`config.mk`:
```
export PLATFORM = sky130hd
export DESIGN_NAME = microwave_timer
export DESIGN_NICKNAME = d
export VERILOG_FILES = /design/src/rtl/microondas_pkg.sv /design/src/rtl/mmss_bcd_countdown.sv /design/src/rtl/microwave_timer.sv
export SDC_FILE = /design/constraint.sdc
export NUM_CORES = 1
export LEC_CHECK = 0
export CELL_PAD_IN_SITES_DETAIL_PLACEMENT = 1
export CELL_PAD_IN_SITES_GLOBAL_PLACEMENT = 1
export CORE_ASPECT_RATIO = 0.7
export CORE_MARGIN = 4
export CORE_UTILIZATION = 38
export DETAILED_ROUTE_END_ITERATION = 7
export GPL_TIMING_DRIVEN = 0
export PLACE_DENSITY_LB_ADDON = 0.1
export SYNTH_ARGS = -nofsm -noshare
export SYNTH_HDL_FRONTEND = slang
export SYNTH_SLANG_ARGS = --single-unit
```
`constraint.sdc`:
```
create_clock -name clk -period 2.84 [get_ports clk]
set_input_delay 0.568 -clock clk [delete_from_list [all_inputs] [get_ports clk]]
set_output_delay 0.568 -clock clk [all_outputs]
set_load 0.02 [all_outputs]
```
`src/rtl/microondas_pkg.sv`:
```
`default_nettype none
// ============================================================================
//  Module   : microondas_pkg
//  Purpose  : Shared types and constants for the microwave countdown timer:
//             FSM state encoding, BCD digit width and digit limits.
//  Ports    : none (package)
//  Revision : 1.0  initial release
// ============================================================================
package microondas_pkg;

  localparam int BCD_W = 4;

  localparam logic [BCD_W-1:0] SEC_TENS_MAX = 4'd5;
  localparam logic [BCD_W-1:0] DIGIT_MAX    = 4'd9;

  // IDLE: time 00:00; SET: time nonzero, stopped; RUN: counting; DONE: expired
  typedef enum logic [1:0] {
    IDLE = 2'd0,
    SET  = 2'd1,
    RUN  = 2'd2,
    DONE = 2'd3
  } state_e;

  typedef struct packed {
    logic [BCD_W-1:0] min_tens;
    logic [BCD_W-1:0] min_ones;
    logic [BCD_W-1:0] sec_tens;
    logic [BCD_W-1:0] sec_ones;
  } mmss_t;

endpackage : microondas_pkg
`default_nettype wire

```
`src/rtl/mmss_bcd_countdown.sv`:
```
`default_nettype none
// ============================================================================
//  Module   : mmss_bcd_countdown
//  Purpose  : Combinational one-second decrement of a BCD MM:SS value with a
//             borrow chain (sec_ones 0->9, sec_tens 0->5, min_ones 0->9,
//             min_tens decrements). Also flags 00:01 and 00:00.
//  Ports    : min_tens_i/min_ones_i/sec_tens_i/sec_ones_i  current digits
//             min_tens_o/min_ones_o/sec_tens_o/sec_ones_o  decremented digits
//             is_one_o   time == 00:01
//             is_zero_o  time == 00:00
//  Revision : 1.0  initial release
// ============================================================================
module mmss_bcd_countdown
  import microondas_pkg::*;
(
  input  logic [BCD_W-1:0] min_tens_i,
  input  logic [BCD_W-1:0] min_ones_i,
  input  logic [BCD_W-1:0] sec_tens_i,
  input  logic [BCD_W-1:0] sec_ones_i,
  output logic [BCD_W-1:0] min_tens_o,
  output logic [BCD_W-1:0] min_ones_o,
  output logic [BCD_W-1:0] sec_tens_o,
  output logic [BCD_W-1:0] sec_ones_o,
  output logic             is_one_o,
  output logic             is_zero_o
);

  logic w_borrow_so;
  logic w_borrow_st;
  logic w_borrow_mo;

  always_comb begin
    w_borrow_so = (sec_ones_i == '0);
    w_borrow_st = w_borrow_so && (sec_tens_i == '0);
    w_borrow_mo = w_borrow_st && (min_ones_i == '0);

    sec_ones_o = w_borrow_so ? DIGIT_MAX : (sec_ones_i - 4'd1);

    // sec_tens only moves when sec_ones borrows; values above 5 entered from
    // the keypad simply count down through the tens like any other digit.
    sec_tens_o = sec_tens_i;
    if (w_borrow_so) begin
      sec_tens_o = (sec_tens_i == '0) ? SEC_TENS_MAX : (sec_tens_i - 4'd1);
    end

    min_ones_o = min_ones_i;
    if (w_borrow_st) begin
      min_ones_o = (min_ones_i == '0) ? DIGIT_MAX : (min_ones_i - 4'd1);
    end

    // Never reached from 00:00 in use: the caller stops counting there.
    min_tens_o = w_borrow_mo ? (min_tens_i - 4'd1) : min_tens_i;

    is_zero_o = ({min_tens_i, min_ones_i, sec_tens_i, sec_ones_i} == 16'h0000);
    is_one_o  = ({min_tens_i, min_ones_i, sec_tens_i, sec_ones_i} == 16'h0001);
  end

endmodule : mmss_bcd_countdown
`default_nettype wire

```
`src/rtl/microwave_timer.sv`:
```
`default_nettype none
// ============================================================================
//  Module   : microwave_timer
//  Purpose  : Magnetron set/reset latch plus 4-digit BCD MM:SS countdown.
//             Keypad digits shift in from the right; S starts, R pauses,
//             clear zeroes everything. timer_done rises on the edge the count
//             reaches 00:00.
//  Build    : define DONE_BEEP_EN to enable the done buzzer (beep high for
//             BEEP_SECS*TICKS_PER_SEC cycles); otherwise beep is tied low.
//  Ports    : clk, rst (sync, active high)
//             S, R        magnetron latch set / reset requests
//             clear       sync clear: zero time, stop, drop done
//             key_valid   one-cycle keypad strobe, key_digit 0-9 accepted
//             mag_on      magnetron enable (state RUN)
//             timer_done  countdown reached 00:00
//             min_tens, min_ones, sec_tens, sec_ones  BCD display digits
//             beep        done buzzer
//  Revision : 1.0  initial release
// ============================================================================
module microwave_timer
  import microondas_pkg::*;
#(
  parameter int TICKS_PER_SEC = 100,
  parameter int BEEP_SECS     = 3
) (
  input  logic             clk,
  input  logic             rst,
  input  logic             S,
  input  logic             R,
  input  logic             clear,
  input  logic             key_valid,
  input  logic [BCD_W-1:0] key_digit,
  output logic             mag_on,
  output logic             timer_done,
  output logic [BCD_W-1:0] min_tens,
  output logic [BCD_W-1:0] min_ones,
  output logic [BCD_W-1:0] sec_tens,
  output logic [BCD_W-1:0] sec_ones,
  output logic             beep
);

  localparam int PRESC_W = (TICKS_PER_SEC > 2) ? $clog2(TICKS_PER_SEC) : 1;
  localparam logic [PRESC_W-1:0] PRESC_LAST = PRESC_W'(TICKS_PER_SEC - 1);

  if ((TICKS_PER_SEC < 2) || (BEEP_SECS < 1)) begin : g_bad_params
    $error("microwave_timer: TICKS_PER_SEC must be >= 2 and BEEP_SECS >= 1");
  end

  state_e               state_q, state_d;
  mmss_t                time_q, time_d;
  mmss_t                time_dec;
  logic [PRESC_W-1:0]   presc_q, presc_d;
  logic                 done_q, done_d;
  logic                 mag_on_q;
  logic                 is_one;
  logic                 is_zero;
  logic                 key_ok;
  logic                 key_take;
  logic                 done_entry;
  logic                 tick;

  mmss_bcd_countdown u_countdown (
    .min_tens_i (time_q.min_tens),
    .min_ones_i (time_q.min_ones),
    .sec_tens_i (time_q.sec_tens),
    .sec_ones_i (time_q.sec_ones),
    .min_tens_o (time_dec.min_tens),
    .min_ones_o (time_dec.min_ones),
    .sec_tens_o (time_dec.sec_tens),
    .sec_ones_o (time_dec.sec_ones),
    .is_one_o   (is_one),
    .is_zero_o  (is_zero)
  );

  assign key_ok = key_valid && (key_digit <= DIGIT_MAX);
  assign tick   = (presc_q == PRESC_LAST);

  // Priority: clear > R > tick > S > key entry (rst handled in the flops).
  always_comb begin
    state_d    = state_q;
    time_d     = time_q;
    presc_d    = presc_q;
    done_d     = done_q;
    key_take   = 1'b0;
    done_entry = 1'b0;

    if (clear) begin
      state_d = IDLE;
      time_d  = '0;
      presc_d = '0;
      done_d  = 1'b0;
    end else if (state_q == RUN) begin
      if (R) begin
        // Pause: digits and prescaler hold, prescaler restarts on next S.
        state_d = SET;
      end else if (tick) begin
        presc_d = '0;
        time_d  = time_dec;
        if (is_one) begin
          state_d    = DONE;
          done_d     = 1'b1;
          done_entry = 1'b1;
        end
      end else begin
        presc_d = presc_q + 1'b1;
      end
    end else begin
      if ((state_q == SET) && S && !R && !is_zero) begin
        state_d = RUN;
        presc_d = '0;
      end else if (key_ok) begin
        key_take = 1'b1;
        time_d   = '{min_tens: time_q.min_ones,
                     min_ones: time_q.sec_tens,
                     sec_tens: time_q.sec_ones,
                     sec_ones: key_digit};
        done_d   = 1'b0;
        state_d  = ({time_q.min_ones, time_q.sec_tens, time_q.sec_ones, key_digit}
                    != 16'h0000) ? SET : IDLE;
      end
    end
  end

  always_ff @(posedge clk) begin
    if (rst) begin
      state_q  <= IDLE;
      time_q   <= '0;
      presc_q  <= '0;
      done_q   <= 1'b0;
      mag_on_q <= 1'b0;
    end else begin
      state_q  <= state_d;
      time_q   <= time_d;
      presc_q  <= presc_d;
      done_q   <= done_d;
      mag_on_q <= (state_d == RUN);
    end
  end

  assign mag_on     = mag_on_q;
  assign timer_done = done_q;
  assign min_tens   = time_q.min_tens;
  assign min_ones   = time_q.min_ones;
  assign sec_tens   = time_q.sec_tens;
  assign sec_ones   = time_q.sec_ones;

`ifdef DONE_BEEP_EN
  localparam int BEEP_CYCLES = BEEP_SECS * TICKS_PER_SEC;
  localparam int BEEP_W      = $clog2(BEEP_CYCLES + 1);
  localparam logic [BEEP_W-1:0] BEEP_LOAD = BEEP_W'(BEEP_CYCLES - 1);

  logic [BEEP_W-1:0] beep_cnt_q, beep_cnt_d;
  logic              beep_q, beep_d;

  // Counter holds the number of high cycles still to come after this one.
  always_comb begin
    beep_d     = beep_q;
    beep_cnt_d = beep_cnt_q;
    if (clear || key_take) begin
      beep_d     = 1'b0;
      beep_cnt_d = '0;
    end else if (done_entry) begin
      beep_d     = 1'b1;
      beep_cnt_d = BEEP_LOAD;
    end else if (beep_q) begin
      if (beep_cnt_q == '0) begin
        beep_d = 1'b0;
      end else begin
        beep_cnt_d = beep_cnt_q - 1'b1;
      end
    end
  end

  always_ff @(posedge clk) begin
    if (rst) begin
      beep_q     <= 1'b0;
      beep_cnt_q <= '0;
    end else begin
      beep_q     <= beep_d;
      beep_cnt_q <= beep_cnt_d;
    end
  end

  assign beep = beep_q;
`else
  assign beep = 1'b0;
`endif

endmodule : microwave_timer
`default_nettype wire

```
Yosys cells after proc, flatten, opt, wreduce, memory -nomap -nowiden
Index checks and enable logic that the tools add are counted.
{"block": "word_totals", "ff_bits": 27, "word_cells": 77}
{"block": "op_classes", "n_addsub": 5, "n_lt_le_gt_ge": 1, "n_eq_ne": 12, "muxes": 29, "n_reduce_logical": 22}
{"op": "$mux 16", "n": 5}
{"op": "$mux 7", "n": 4}
{"op": "$mux 4", "n": 6}
{"op": "$reduce_and 5->1", "n": 4}
{"op": "$eq 16x1->1 const B", "n": 1}
{"op": "$logic_not 16->1", "n": 1}
{"op": "$reduce_bool 16->1", "n": 1}
{"op": "$sub 4x1->4 const B", "n": 4}
{"op": "$mux 2", "n": 7}
{"op": "$logic_not 4->1", "n": 3}
{"op": "$ne 2x2->1 const B", "n": 4}
{"op": "$add 7x1->7 const B", "n": 1}
{"op": "$eq 7x7->1 const B", "n": 1}
{"op": "$mux 1", "n": 7}
{"op": "$logic_and 1x1->1", "n": 6}
{"op": "$ne 2x1->1 const B", "n": 3}
{"op": "$eq 2x2->1 const B", "n": 2}
{"op": "$le 4x4->1 const B", "n": 1}
{"op": "$reduce_and 4->1", "n": 1}
{"op": "$reduce_bool 2->1", "n": 2}
{"op": "$eq 2x1->1 const B", "n": 1}
{"op": "$logic_not 1->1", "n": 2}
{"op": "$reduce_and 2->1", "n": 1}
{"op": "$reduce_or 2->1", "n": 1}

Logic depth before layout (Yosys ltp)
{"block": "logic_depth", "word_depth": 8, "depth_mapped": 7, "depth_no_buf": 7}

Modules after synthesis
A second synthesis with hierarchy kept.
{"block": "hier_totals", "cells_unflattened": 231, "hier_area_um2": 1840.5}
{"mod": "microwave_timer", "instances": 1, "cells_each": 182, "area_each_um2": 1483.9}
{"mod": "mmss_bcd_countdown", "instances": 1, "cells_each": 49, "area_each_um2": 356.6}

Least setup slack after synthesis
OpenSTA, ideal clock, no wires.
{"block": "synth_timing", "kind": "register to register", "from": "reg time_q, in the netlist min_ones[0]", "to": "reg time_q, in the netlist sec_tens[0]", "setup_ns": 0.133, "arrival_ns": 1.981, "setup_slack_ns": 0.726, "path_stages_with_launch": 8, "path_buffers": 2, "path_cell_list": "dfxtp_1 > clkbuf_1 > nor4_1 > nand4_1 > o21a_1 > clkbuf_1 > o311ai_1 > o41ai_1"}
{"block": "synth_via", "elab_chain_cells": 5}
{"element": "start: declaration", "line": "microwave_timer.sv:50", "text": "mmss_t time_q, time_d;"}
{"element": "start signal: assignment", "line": "microwave_timer.sv:133", "text": "time_q <= time_d;"}
{"element": "$logic_not 16->1", "line": "mmss_bcd_countdown.sv:54", "text": "is_zero_o = ({min_tens_i, min_ones_i, sec_tens_i, sec_ones_i} == 16'h0000);"}
{"element": "$logic_not 1->1", "line": "microwave_timer.sv:108", "text": "if ((state_q == SET) && S && !R && !is_zero) begin"}
{"element": "$logic_and 1x1->1", "line": "microwave_timer.sv:108"}
{"element": "$ne 2x2->1 (no line)"}
{"element": "$reduce_and 5->1 (no line)"}
No other way between the ends.
A chain may end at the register's enable or synchronous reset.

Worst setup path after layout
Ends and elaborated chain as after synthesis.

==> flow_summary.ini <==
[clocking]
postCtsHoldBufs = 0
clk_pin_slew_worst_paths_ps = 100
clock_sinks = 27
cts_root_buffer = clkbuf_8
cts_setup_buffers = 0
cts_buffer_depth = 2
h-tree-depth = 1
cts_tree = yes
clock_latency_ps = 270
cts_resized = 0
cts_buffers = 3

[grt]
grt.overflow.total = 0
use_met3 = 0.0369
grt_first_pass_wirelength_um = 9310
antenna_found_initial = 0
grt-busiest-layer = met1
grt_pass1_vias = 1789
met2_usage = 0.305
grt_max_degree = 15
grt_use_total = 0.213
use_met1 = 0.330

[pwr]
powerDensity_nw_per_um2 = 361
p_switching_mw = 0.200
power_mw = 0.727
clkPwrFrac = 0.309
comb_power_share = 0.154
peakVddDrop_mv = 0.189
switching_share = 0.275
p_int_mw = 0.527
seq_power_share = 0.538
cellLeakagePower_nw = 0.689

[worst_setup_path]
worst-setup-path-type = flip-flop to flip-flop
worst-path-max-fanout = 10
reg2reg_slack_ps = 260
timing.critical_path.mode_cell = clkbuf_1
path_delay_family = compound AO/OA/AOI/OAI gates
worst-path-buf-inv = 2
cp-end-kind = flip-flop
crit_arrival_ps = 2730
slowest_delay_ps = 410
path_cells = clkbuf_1 -> nor4_1 -> nand4_1 -> o21a_1 -> clkbuf_1 -> o311ai_1 -> o41ai_1
required_ps = 2990
start_kind = flip-flop
slowest_stage = o21a_1

[place]
gp_congestion = 0.861
pre_cts_slack_ps = 2.28
hpwlAfterDp_um = 4250
port_buffers = 27

[yosys]
synth_top_family_by_area = compound AO/OA/AOI/OAI gates
synth_fa_ha_area_frac = 0.0230
synth-async-reset-ratio = 0
syn_avg_cell_area_um2 = 7.80
synth-simple-area-share = 0.276
post_synth_main_area_contributors = dfxtp_1, o21ai_0, nor2_1
synth_nets = 222
yosys_register_bits = 27
synthMuxAreaShare = 0.0184
synth_edf_count = 0
ys_seq_area_frac = 0.332
synthXorXnorAreaFrac = 0.0215
synth_area_um2 = 1630
ys.flop_type = dfxtp_1
synth_compound_area_frac = 0.295
yosysTopAreaCellShare = 0.332
netlist_instances = 209
netlist-cell-type-count = 56
yosys_warnings = 0
yosysTopAreaCell = dfxtp_1

[timing]
tns_ps = 0
relSlewSlack = 0.606
rsz0062_at_grt = false
slew_violations = 0
hold_viol = 0
max_freq_mhz = 388
worst_pin_slew_ps = 591
timing.final.crit_share = 0.907
fin_ws_ps = 264
setup-violations-final = 0
fin_crit_ps = 2580
finClkSkew_ps = 3.28

[drt]
drt-initial-drc-count = 227
vias = 1789
drc = 0
dr.pass1.iters = 4
totalWireLength_um = 5520
wl_per_cell_um = 18.9
ant_nets = 0
viasPerCell = 6.13

[floorplanning]
rows = 19
top_level_ports = 29
dieArea_um2 = 5420
die_width_um = 86.3
start_util = 0.406
die_h_um = 62.8
core_um2 = 4020

[cells_and_area]
mostFrequentLayoutCells = clkdlybuf4s50_1, dfxtp_1, nor2_1
drive_above_1_share = 0.0708
antennaDiodeCount = 0
nets = 254
syn2layout_area_growth_pct = 23.3

[min_path]
hp-class = flip-flop to flip-flop

[job]
drv_cap = 0

[status]
status = completed
cell usage after synthesis (3+ instances only):
cell type and n:
dfxtp_1 27, nor2_1 23, nand2_1 21, o21ai_0 18, a21oi_1 11, clkbuf_1 8
nor3_1 8, nand3_1 7, o211ai_1 5, a31oi_1 4, o21a_1 4, o31ai_1 4
xor2_1 4, and2_1 3, ha_1 3, mux2i_1 3, o221a_2 3, or3_1 3
tightest hold or removal path, cell delays in order, from the launching register on:
cell	delay [ps]
dfxtp_1	320
o21ai_0	80
a21oi_1	70
sequential cells by signal (all words and copies together), names as in the netlist:
register	count
mag_on	1
min_ones	4
min_tens	4
presc_q	7
sec_ones	4
sec_tens	4
state_q	2
timer_done	1
logic make-up after synthesis:
group                    count (synthesis)
AO/OA/AOI/OAI                           71
XOR/XNOR                                 4
adder cells (fa/ha/maj)                  3
buffers and inverters                   13
flip-flops                              27
multiplexers                             3
other                                    1
AND/OR/NAND/NOR                         87
routing by layer:
metal / vias up / wire, um
met1: 867 / 2700
met4: 0 / 56
li1: 847 / -
met5: - / 0
met2: 69 / 2300
met3: 6 / 451
power by group through the flow:
| stage | clock network, mW | logic (mW) | registers [mW] |
|---|---|---|---|
| 6_report | 0.224 | 0.112 | 0.391 |
| 5_1_grt | 0.245 | 0.121 | 0.392 |
| 4_1_cts | 0.234 | 0.110 | 0.391 |
| 3_5_place_dp | 0 | 0.110 | 0.399 |
| 3_3_place_gp | 0 | 0.106 | 0.399 |
| 2_1_floorplan | 0 | 0.0611 | 0.402 |
cell type report:
| class | instances | area [um^2] |
|---|---|---|
| buffer | 11 | 46.3 |
| clock buffer | 4 | 45.0 |
| fill | 507 | 2010 |
| inverter | 2 | 7.51 |
| multi-input combinational | 169 | 1040 |
| sequential | 27 | 541 |
| tap | 52 | 65.1 |
| timing repair buffer | 27 | 270 |
worst paths after layout:
kind	start	to	cells past startpoint
hold reg to reg	presc_q[6]	presc_q[6]	2
setup reg to reg	min_ones[0]	sec_tens[0]	7
setup / recovery	min_ones[0]	sec_tens[0]	7
hold / removal	presc_q[6]	presc_q[6]	2
per-stage QoR:
stage                     instance area [um^2]  hold slack (ps)   util  std cells
after floorplan                           1630              453      -        209
after global placement                    1970              461  0.489        288
after detailed placement                  1970              498  0.489        288
after CTS                                 2010              509  0.500        292
after global routing                      2010              527  0.500        292
final                                     2010              507  0.500        292
(Power assumes the default switching activity.)
